`config.mk`:
```
export PLATFORM = sky130hd
export DESIGN_NAME = chunk_serial_adder
export DESIGN_NICKNAME = d
export VERILOG_FILES = /design/src/rtl/chunk_serial_adder.sv
export SDC_FILE = /design/constraint.sdc
export NUM_CORES = 1
export LEC_CHECK = 0
export ABC_AREA = 0
export CAP_MARGIN = 20
export CORE_ASPECT_RATIO = 1.75
export CORE_UTILIZATION = 51
export DETAILED_ROUTE_END_ITERATION = 10
export MAX_ROUTING_LAYER = met4
export PLACE_DENSITY_LB_ADDON = 0.15
export SYNTH_ARGS = -nofsm -noshare
export SYNTH_HDL_FRONTEND = slang
export SYNTH_SLANG_ARGS = --single-unit
```
`constraint.sdc`:
```
create_clock -name clk -period 3.74 [get_ports clk]
set_clock_uncertainty 0.05 [all_clocks]
set_input_delay 0.374 -clock clk [delete_from_list [all_inputs] [get_ports clk]]
set_output_delay 0.374 -clock clk [all_outputs]
set_load 0.03 [all_outputs]
```
`src/rtl/chunk_serial_adder.sv`:
```
// rtl/chunk_serial_adder.sv - multi-cycle adder/subtractor, CHUNK bits per clock, LSB chunk first
module chunk_serial_adder #(
    parameter int WIDTH = 16,
    parameter int CHUNK = 4
) (
    input  logic             clk,
    input  logic             rst,
    input  logic             start,
    input  logic             sub,
    input  logic [WIDTH-1:0] a,
    input  logic [WIDTH-1:0] b,
    input  logic             cin,
    output logic [WIDTH-1:0] so,
    output logic             co,
    output logic             ovf,
    output logic             busy,
    output logic             done
);
    localparam int N  = WIDTH / CHUNK;
    localparam int IW = (N > 1) ? $clog2(N) : 1;
    localparam logic [IW-1:0]    LAST  = IW'(N - 1);
    localparam logic [WIDTH-1:0] CMASK = WIDTH'({CHUNK{1'b1}});

    typedef enum logic [1:0] {IDLE, RUN, DONE} state_t;

    state_t           state, state_next;
    logic [IW-1:0]    idx;
    logic             carry;
    logic [WIDTH-1:0] opa, opb, res, res_next;
    logic [WIDTH-1:0] a_sh, b_sh;
    logic [CHUNK-1:0] a_chunk, b_chunk;
    logic [CHUNK:0]   chunk_sum;
    logic             msb_cin;
    logic             accept;
    logic             last;
    int               shamt;

    always_ff @(posedge clk) begin
        if (rst) state <= IDLE;
        else     state <= state_next;
    end

    always_comb begin
        state_next = state;
        accept     = 1'b0;
        case (state)
            IDLE: begin
                if (start) begin
                    accept     = 1'b1;
                    state_next = RUN;
                end
            end
            RUN: begin
                if (idx == LAST) state_next = DONE;
            end
            DONE: begin
                if (start) begin
                    accept     = 1'b1;
                    state_next = RUN;
                end else begin
                    state_next = IDLE;
                end
            end
            default: state_next = IDLE;
        endcase
    end

    assign busy = (state == RUN);
    assign done = (state == DONE);
    assign last = (state == RUN) && (idx == LAST);

    // Shifts instead of indexed part-selects keep the chunk select width-clean for any N.
    always_comb begin
        shamt     = int'(idx) * CHUNK;
        a_sh      = opa >> shamt;
        b_sh      = opb >> shamt;
        a_chunk   = a_sh[CHUNK-1:0];
        b_chunk   = b_sh[CHUNK-1:0];
        chunk_sum = {1'b0, a_chunk} + {1'b0, b_chunk} + {{CHUNK{1'b0}}, carry};
        // Carry into a bit position is its sum bit xor its operand bits.
        msb_cin   = chunk_sum[CHUNK-1] ^ a_chunk[CHUNK-1] ^ b_chunk[CHUNK-1];
        res_next  = (res & ~(CMASK << shamt)) | (WIDTH'(chunk_sum[CHUNK-1:0]) << shamt);
    end

    always_ff @(posedge clk) begin
        if (rst) begin
            idx   <= '0;
            carry <= 1'b0;
            opa   <= '0;
            opb   <= '0;
            res   <= '0;
            so    <= '0;
            co    <= 1'b0;
            ovf   <= 1'b0;
        end else if (accept) begin
            opa   <= a;
            opb   <= b ^ {WIDTH{sub}};
            carry <= sub | cin;
            idx   <= '0;
        end else if (state == RUN) begin
            res   <= res_next;
            carry <= chunk_sum[CHUNK];
            if (last) begin
                so  <= res_next;
                co  <= chunk_sum[CHUNK];
                ovf <= msb_cin ^ chunk_sum[CHUNK];
            end else begin
                idx <= idx + 1'b1;
            end
        end
    end
endmodule
```
After elaboration in Yosys (flattened, before gate mapping)
Index checks and enable logic that the tools add are counted.

cells by class
  $add $sub $neg = 3
  equal/unequal tests = 5
  shifts and indexed selects = 4
  multiplexer cells = 8
  bitwise gates (word level) = 10
  reductions and logical operators = 9

operator list
  operator                                                count
  right shift 16 x 4 -> 4 bit                             2
  AND 16 bit                                              1
  inverter 16 bit                                         1
  bitwise OR 16 bit                                       1
  left shift 4 x 4 -> 16 bit                              1
  left shift 4 x 4 -> 16 bit (first input constant)       1
  XOR 16 bit                                              1
  case mux 2 bit (3 select lines)                         1
  AND reduction 2 bit                                     3
  adder 4 x 4 -> 5 bit                                    1
  adder 5 x 1 -> 5 bit                                    1
  two-way mux 1 bit                                       5
  equality test 2 bit (second input constant)             2
  two-way mux 2 bit                                       2
  OR reduction 2 bit                                      2
  AND reduction 3 bit                                     1
  XOR 1 bit                                               3
  adder 2 x 1 -> 2 bit (second input constant)            1
  equality test 2 x 1 -> 1 bit (second input constant)    1
  logical NOT 2 bit                                       1
  inequality test 2 x 1 -> 1 bit (second input constant)  1
  inequality test 2 bit (second input constant)           1
  inverter 1 bit                                          2
  nonzero test 2 bit                                      1
  other kinds (2)                                         2

storage, ports and cells
  flip-flop bits (word level) = 71
  bits of input ports = 37
  output and inout port bits = 20

Longest topological paths before layout
Gate-level depths: netlist of the first run.

  word-level depth = 6
  depth in mapped cells = 10
  gate-level depth less buffers = 8

Worst setup path after synthesis of the first run
No wires, ideal clock.

  path type = register to register
  start = reg idx[1]
  end = reg ovf
  arrival = 2999 ps
  data required time = 3611 ps
  path slack = 612 ps
  cell stages (with the launch flop) = 11
  path buffers = 2
  cell sequence = dfxtp_1 -> clkbuf_1 -> clkbuf_1 -> mux4_1 -> fa_1 -> fa_1 -> a21o_1 -> a21oi_1 -> xnor3_1 -> xnor2_1 -> a211oi_2

between the ends
  word-level cells in the longest chain between the ends = 6

ends and longest elaborated chain
  item                                            RTL line  source
  start, declared                                 27        logic [IW-1:0] idx;
  start signal, assigned                          108       idx <= idx + 1'b1;
  right shift 16 x 4 -> 4 bit (on tied branches)  75, 76
  adder 4 x 4 -> 5 bit                            79        chunk_sum = {1'b0, a_chunk} + {1'b0, b_chunk} + {{CHUNK{1'b0}}, carry};
  adder 5 x 1 -> 5 bit                            79
  XOR 1 bit (2 in a row)                          81        msb_cin = chunk_sum[CHUNK-1] ^ a_chunk[CHUNK-1] ^ b_chunk[CHUNK-1];
  XOR 1 bit                                       106       ovf <= msb_cin ^ chunk_sum[CHUNK];
  end signal, assigned                            106
  end, declared                                   15        output logic ovf,

Parallel ways exist; a longest one is shown, timed or not.
A chain may end at the register's enable or synchronous reset.

Worst setup path in the final report of the first run
  start = reg idx[0]
  end = reg ovf

Same word-level chain as after synthesis.

==> flow_summary.ini, run 1 <==
[worst_setup_path]
cp-start-kind = flip-flop
critical_path_class = reg -> reg
cp_max_fo = 5
cp.required_ns = 3.96
arrival_ns = 3.35
worstSetupEndpointType = flip-flop

[sta]
hold_viol = 0
fin_crit_ns = 3.133
relSlewSlack_pct = 36.94
maxSlewViolCount = 0
tightestPinTransition_ns = 0.9458
clock.fmax_mhz = 319.1
fin_setup_tns_ns = 0
fin_crit_sh_pct = 83.78
setup_violations = 0
rsz0062_at_grt = no
finalWorstSetupSlack_ns = 0.6066

[synth]
synth-xor-area-share_pct = 7.254
synth_mux_area_share_pct = 6.876
synth-seq-cells = 67
synthCells = 321
synth_top_family_by_area = compound AO/OA/AOI/OAI gates
synth-adder-area-share_pct = 4.277
synth_compound_area_share_pct = 17.74
syn_nets = 367
yosysWarningCount = 0
yosysTopAreaCell = dfxtp_1
synth.top_cells.by_area = dfxtp_1 45%, a211oi_1 8.8%, nor2_1 6.0%
synth_flop_cell = dfxtp_1
synthDistinctLibCells = 30
async_flop_share_pct = 0
synth-simple-area-share_pct = 14.34
synth_top_area_share_pct = 44.95
synth_area_um2 = 2984
syn_avg_cell_area_um2 = 9.296
seq_area_frac_synth_pct = 44.95
synth_edf_count = 0

[clocking]
cts_resized = 0
root_buffer = clkbuf_8
htreeDepth = 3
holdBufCountCts = 0
clk_latency_ns = 0.34
cts_inserted_buffers = 9
cts_setup_buffers = 0
cts.path.max_buffers = 2
clkTransAtPathRegs_ns = 0.07
cts_sinks = 67
cts_tree = done

[power]
clkPwrFrac_pct = 32.4
intPower_uw = 1134
p_leak_uw = 0.001361
seqPwrFrac_pct = 50.4
p_per_area_nw_per_um2 = 413.6
combPwrFrac_pct = 17.3
p_sw_share_pct = 26.64
switching_power_uw = 411.8
ir_drop_v = 0.0002402

[hold_path]
min_path_type = reg -> reg

[routing]
vias = 2437
wl_um = 6340
wire_per_inst_um = 14.28
drtIter0Drc = 100
postRouteAntennaNets = 0
dr.pass1.iters = 4
avgViaCountPerCell = 5.489
route.detailed.drc = 0

[global_routing]
grt_pass1_vias = 2303
antenna_found_initial = 0
grt_first_pass_wirelength_um = 10420
grt_remaining_overflow = 0
grt_max_degree = 68
grt.total_usage_pct = 23.75

[placement]
place_hpwl_um = 4591
port_buffers = 56
place.gp.congestion = 0.8199
pre_cts_slack_ns = 0.5806

[finish]
multi_input_area_um2 = 1516
ff_latch_area_um2 = 1341
final_common_cell = dfxtp_1
final_cell_mix = 67 x dfxtp_1, 55 x clkdlybuf4s50_1, 48 x nor2_1
diodes = 0
area_growth_pct = 25.24
drive_gt1_share_pct = 7.337
fillers = 509
num-nets-final = 410

[floorplanning]
design.core.area_um2 = 5585
die_h_um = 103.2
die_w_um = 59.83
die_area_um2 = 6173
ioPinCount = 57
fp-row-count = 36
start_util_pct = 53.43

[run_status]
status = finished clean

[run]
maxCapViolCount = 0
==> synthesized netlist by cell type, drive strengths merged, types with 5 or more instances <==
cell and number:
nor2 48, nor3 7, clkbuf 24, buf 5, a21oi 22, xnor2 19
a22oi 9, inv 5, nand2 40, a211oi 36, dfxtp 67, ha 7
mux4 8
==> layout make-up <==
cell class	instances	share of cell area, %
clock buffers	12	3.883
flip-flops and latches	67	35.89
clock inverters	3	0.4017
inverters	5	0.5022
well taps	76	2.544
repair buffers	61	16.20
multi-input cells	220	40.58
==> power by group through the flow <==
stage | logic [uW] | registers [uW] | clock network (uW)
final | 267 | 778 | 500
after global routing | 296 | 781 | 539
after CTS | 266 | 778 | 511
after detailed placement | 265 | 794 | 0
after global placement | 258 | 792 | 0
after floorplan | 188 | 783 | 0
==> final timing paths <==
| kind | start | end | slack, ns | depth (start not counted) |
|---|---|---|---|---|
| worst max-delay path | idx[0] | ovf | 0.61 | 8 |
| worst min register to register | opa[13] | opa[13] | 0.40 | 2 |
| worst max register to register | idx[0] | ovf | 0.61 | 8 |
| worst min-delay path | opa[13] | opa[13] | 0.40 | 2 |
==> metrics by stage <==
step	util, %	cells	total power (uW)	hold slack (ns)	cell area [um2]
3_3_place_gp	63.69	428	1051	0.3903	3557
6_report	66.91	444	1546	0.4027	3737
3_5_place_dp	63.69	428	1059	0.3962	3557
4_1_cts	66.55	443	1555	0.4050	3717
5_1_grt	66.91	444	1616	0.4272	3737
2_1_floorplan	-	321	971.5	0.3815	2984
==> registers in the layout, summed over array words and instances, names as in the netlist <==
| name | count |
|---|---|
| opb | 16 |
| opa | 16 |
| co | 1 |
| res | 12 |
| ovf | 1 |
| idx | 2 |
| carry | 1 |
| so | 16 |
| state | 2 |
==> critical path, stage by stage, from the launching register on <==
cell,delay [ns]
dfxtp_1,0.44
mux4_1,0.62
fa_1,0.46
fa_1,0.42
a21o_1,0.18
a21oi_1,0.24
xnor3_1,0.29
xnor2_1,0.15
a211oi_2,0.21
==> cell families after synthesis <==
family / count (synthesis)
AO/OA/AOI/OAI: 76
XOR/XNOR: 21
adder cells (fa/ha/maj): 9
buffers and inverters: 34
flip-flops: 67
multiplexers: 9
AND/OR/NAND/NOR: 105
==> layer usage <==
metal / track usage [%] / vias up / part of all wire, %
met5: - / - / 0
met4: 11.81 / 0 / 2.4
met3: 6.095 / 13 / 3.2
met2: 40.94 / 57 / 57
met1: 24.34 / 1147 / 38
li1: - / 1220 / -
(Power assumes the default switching activity.)
==> inputs of run 2 (changes only) <==
- clock period: 3.74 -> 3.1 ns (I/O delays scaled with it)
==> run 2 against run 1 <==
Clock-buffer cell count down 1. Sequential power grew 21%. Sequential share of layout area shrank 0.67 points. Largest cell class unchanged. Register-to-register slack worse by 0.45 ns. Utilization grew 1.3 points. Wire length is 0.90% lower. Combinational power grew 23%. Critical path depth stayed put. Setup slack got worse by 0.45 ns.
==> flow_summary.ini, run 2 (synthesis gave the netlist of run 1 again) <==
[run]
maxCapViolCount = 0

[sta]
fin_crit_ns = 2.945
tightestPinTransition_ns = 0.6002
fin_setup_tns_ns = 0
clock.fmax_mhz = 339.5
whs_ns = 0.3892
fin_crit_sh_pct = 95.01
rsz0062_at_grt = no
setup_violations = 0
maxSlewViolCount = 0
hold_viol = 0
relSlewSlack_pct = 59.99

[floorplanning]
fp-row-count = 36
die_h_um = 103.2
die_w_um = 59.83
design.core.area_um2 = 5585
die_area_um2 = 6173
ioPinCount = 57
start_util_pct = 53.43

[hold_path]
min_path_type = in -> reg

[worst_setup_path]
cpPeakStageDelay_ns = 0.58
cp.buffers_inverters = 0
cp.required_ns = 3.31
crit_chain = mux4_1, fa_1, fa_1, a21o_1, a21oi_1, xnor3_1, xnor2_1, a211oi_2
critical_path_class = reg -> reg
cp-start-kind = flip-flop
arrival_ns = 3.16
cp_top_family = adder cells
worstSetupEndpointType = flip-flop
slowest_stage = mux4_1
cp_max_fo = 4
cp_common_cell = fa_1

[clocking]
clkTransAtPathRegs_ns = 0.07
cts_sinks = 67
cts_inserted_buffers = 9
htreeDepth = 3
cts.path.max_buffers = 2
root_buffer = clkbuf_8
clk_latency_ns = 0.33
cts_tree = done
holdBufCountCts = 0

[finish]
area_growth_pct = 27.76
final_core_util_pct = 68.26
final_cell_mix = 66 x dfxtp_1, 55 x clkdlybuf4s50_1, 48 x nor2_1
largestRegisters = opa: 16 flops, opb: 16 flops, so: 16 flops
diodes = 0
drive_gt1_share_pct = 9.091
fillers = 497
final_common_cell = dfxtp_1
num-nets-final = 415

[global_routing]
grt_pass1_vias = 2377
grt_remaining_overflow = 0
grt_first_pass_wirelength_um = 10750
grt_max_degree = 33
grt.total_usage_pct = 24.26
antenna_found_initial = 0

[routing]
wl_um = 6283
vias = 2428
drtIter0Drc = 80
route.detailed.drc = 0
avgViaCountPerCell = 5.396
wire_per_inst_um = 13.96
dr.pass1.iters = 4
postRouteAntennaNets = 0

[power]
intPower_uw = 1517
power.total_uw = 2031
switching_power_uw = 514.2
clkPwrFrac_pct = 37.7
ir_drop_v = 0.0003925
p_per_area_nw_per_um2 = 532.8
seqPwrFrac_pct = 46.2
p_leak_uw = 0.001398
combPwrFrac_pct = 16.1
p_sw_share_pct = 25.32

[placement]
place_hpwl_um = 4625
port_buffers = 56
place.gp.congestion = 0.8847

[run_status]
status = finished clean
==> run 2: changes by cell type in the layout (fill, tap and decap cells not counted), sizes merged <==
cell,previous run,this run
clkinvlp,0,1
bufinv,0,2
clkinv,3,2
buf,6,11
clkbuf,12,11
==> run 2: through the flow <==
step,cells,instance area (um2),setup slack (ns)
6_report,450,3812,0.1546
5_1_grt,450,3812,0.05358
4_1_cts,450,3811,0.1062
3_5_place_dp,434,3602,0.1409
3_3_place_gp,434,3602,0.1865
2_1_floorplan,321,2985,0.08352
==> run 2: routing by layer <==
| metal | vias to the layer above | part of all wire (%) | GRT usage, % |
|---|---|---|---|
| met3 | 17 | 3.1 | 6.219 |
| li1 | 1231 | - | - |
| met2 | 57 | 55 | 41.54 |
| met5 | - | 0 | - |
| met1 | 1123 | 39 | 25.58 |
| met4 | 0 | 2.8 | 11.09 |
==> run 2: worst paths after layout <==
path / start / endpoint / slack (ns) / cells past startpoint
setup / recovery: idx[0] / ovf / 0.15 / 8
hold / removal: rst / opa[10] / 0.39 / 2
setup reg to reg: idx[0] / ovf / 0.15 / 8
hold reg to reg: opa[1] / opa[1] / 0.40 / 2
==> run 2: power by group through the flow <==
| stage | combinational [uW] | sequential [uW] | clock [uW] |
|---|---|---|---|
| CTS | 329 | 938 | 776 |
| global placement | 322 | 954 | 0 |
| global route | 363 | 942 | 820 |
| detailed placement | 326 | 957 | 0 |
| finish | 328 | 938 | 765 |
| floorplan | 227 | 945 | 0 |
==> run 2: timing repair <==
action	CTS	global route
setup buffers	0	0
resized for setup	0	1
setup endpoints to repair	0	1
==> run 2: final cells by class <==
class,count,area (um2),share of cell area (%)
sequential,67,1343,35.21
clock inverter,5,77.57,2.035
inverter,5,18.77,0.4923
clock buffer,11,131.4,3.446
timing repair buffer,66,630.6,16.54
multi-input combinational,220,1516,39.78
tap,76,95.09,2.494
==> inputs of run 3 (changes only) <==
- CTS_CLUSTER_SIZE: unset -> 14
- SKIP_CTS_REPAIR_TIMING: unset -> 1
==> results of run 3 <==
The final DEF is identical to that of run 2; final timing and power are the same.
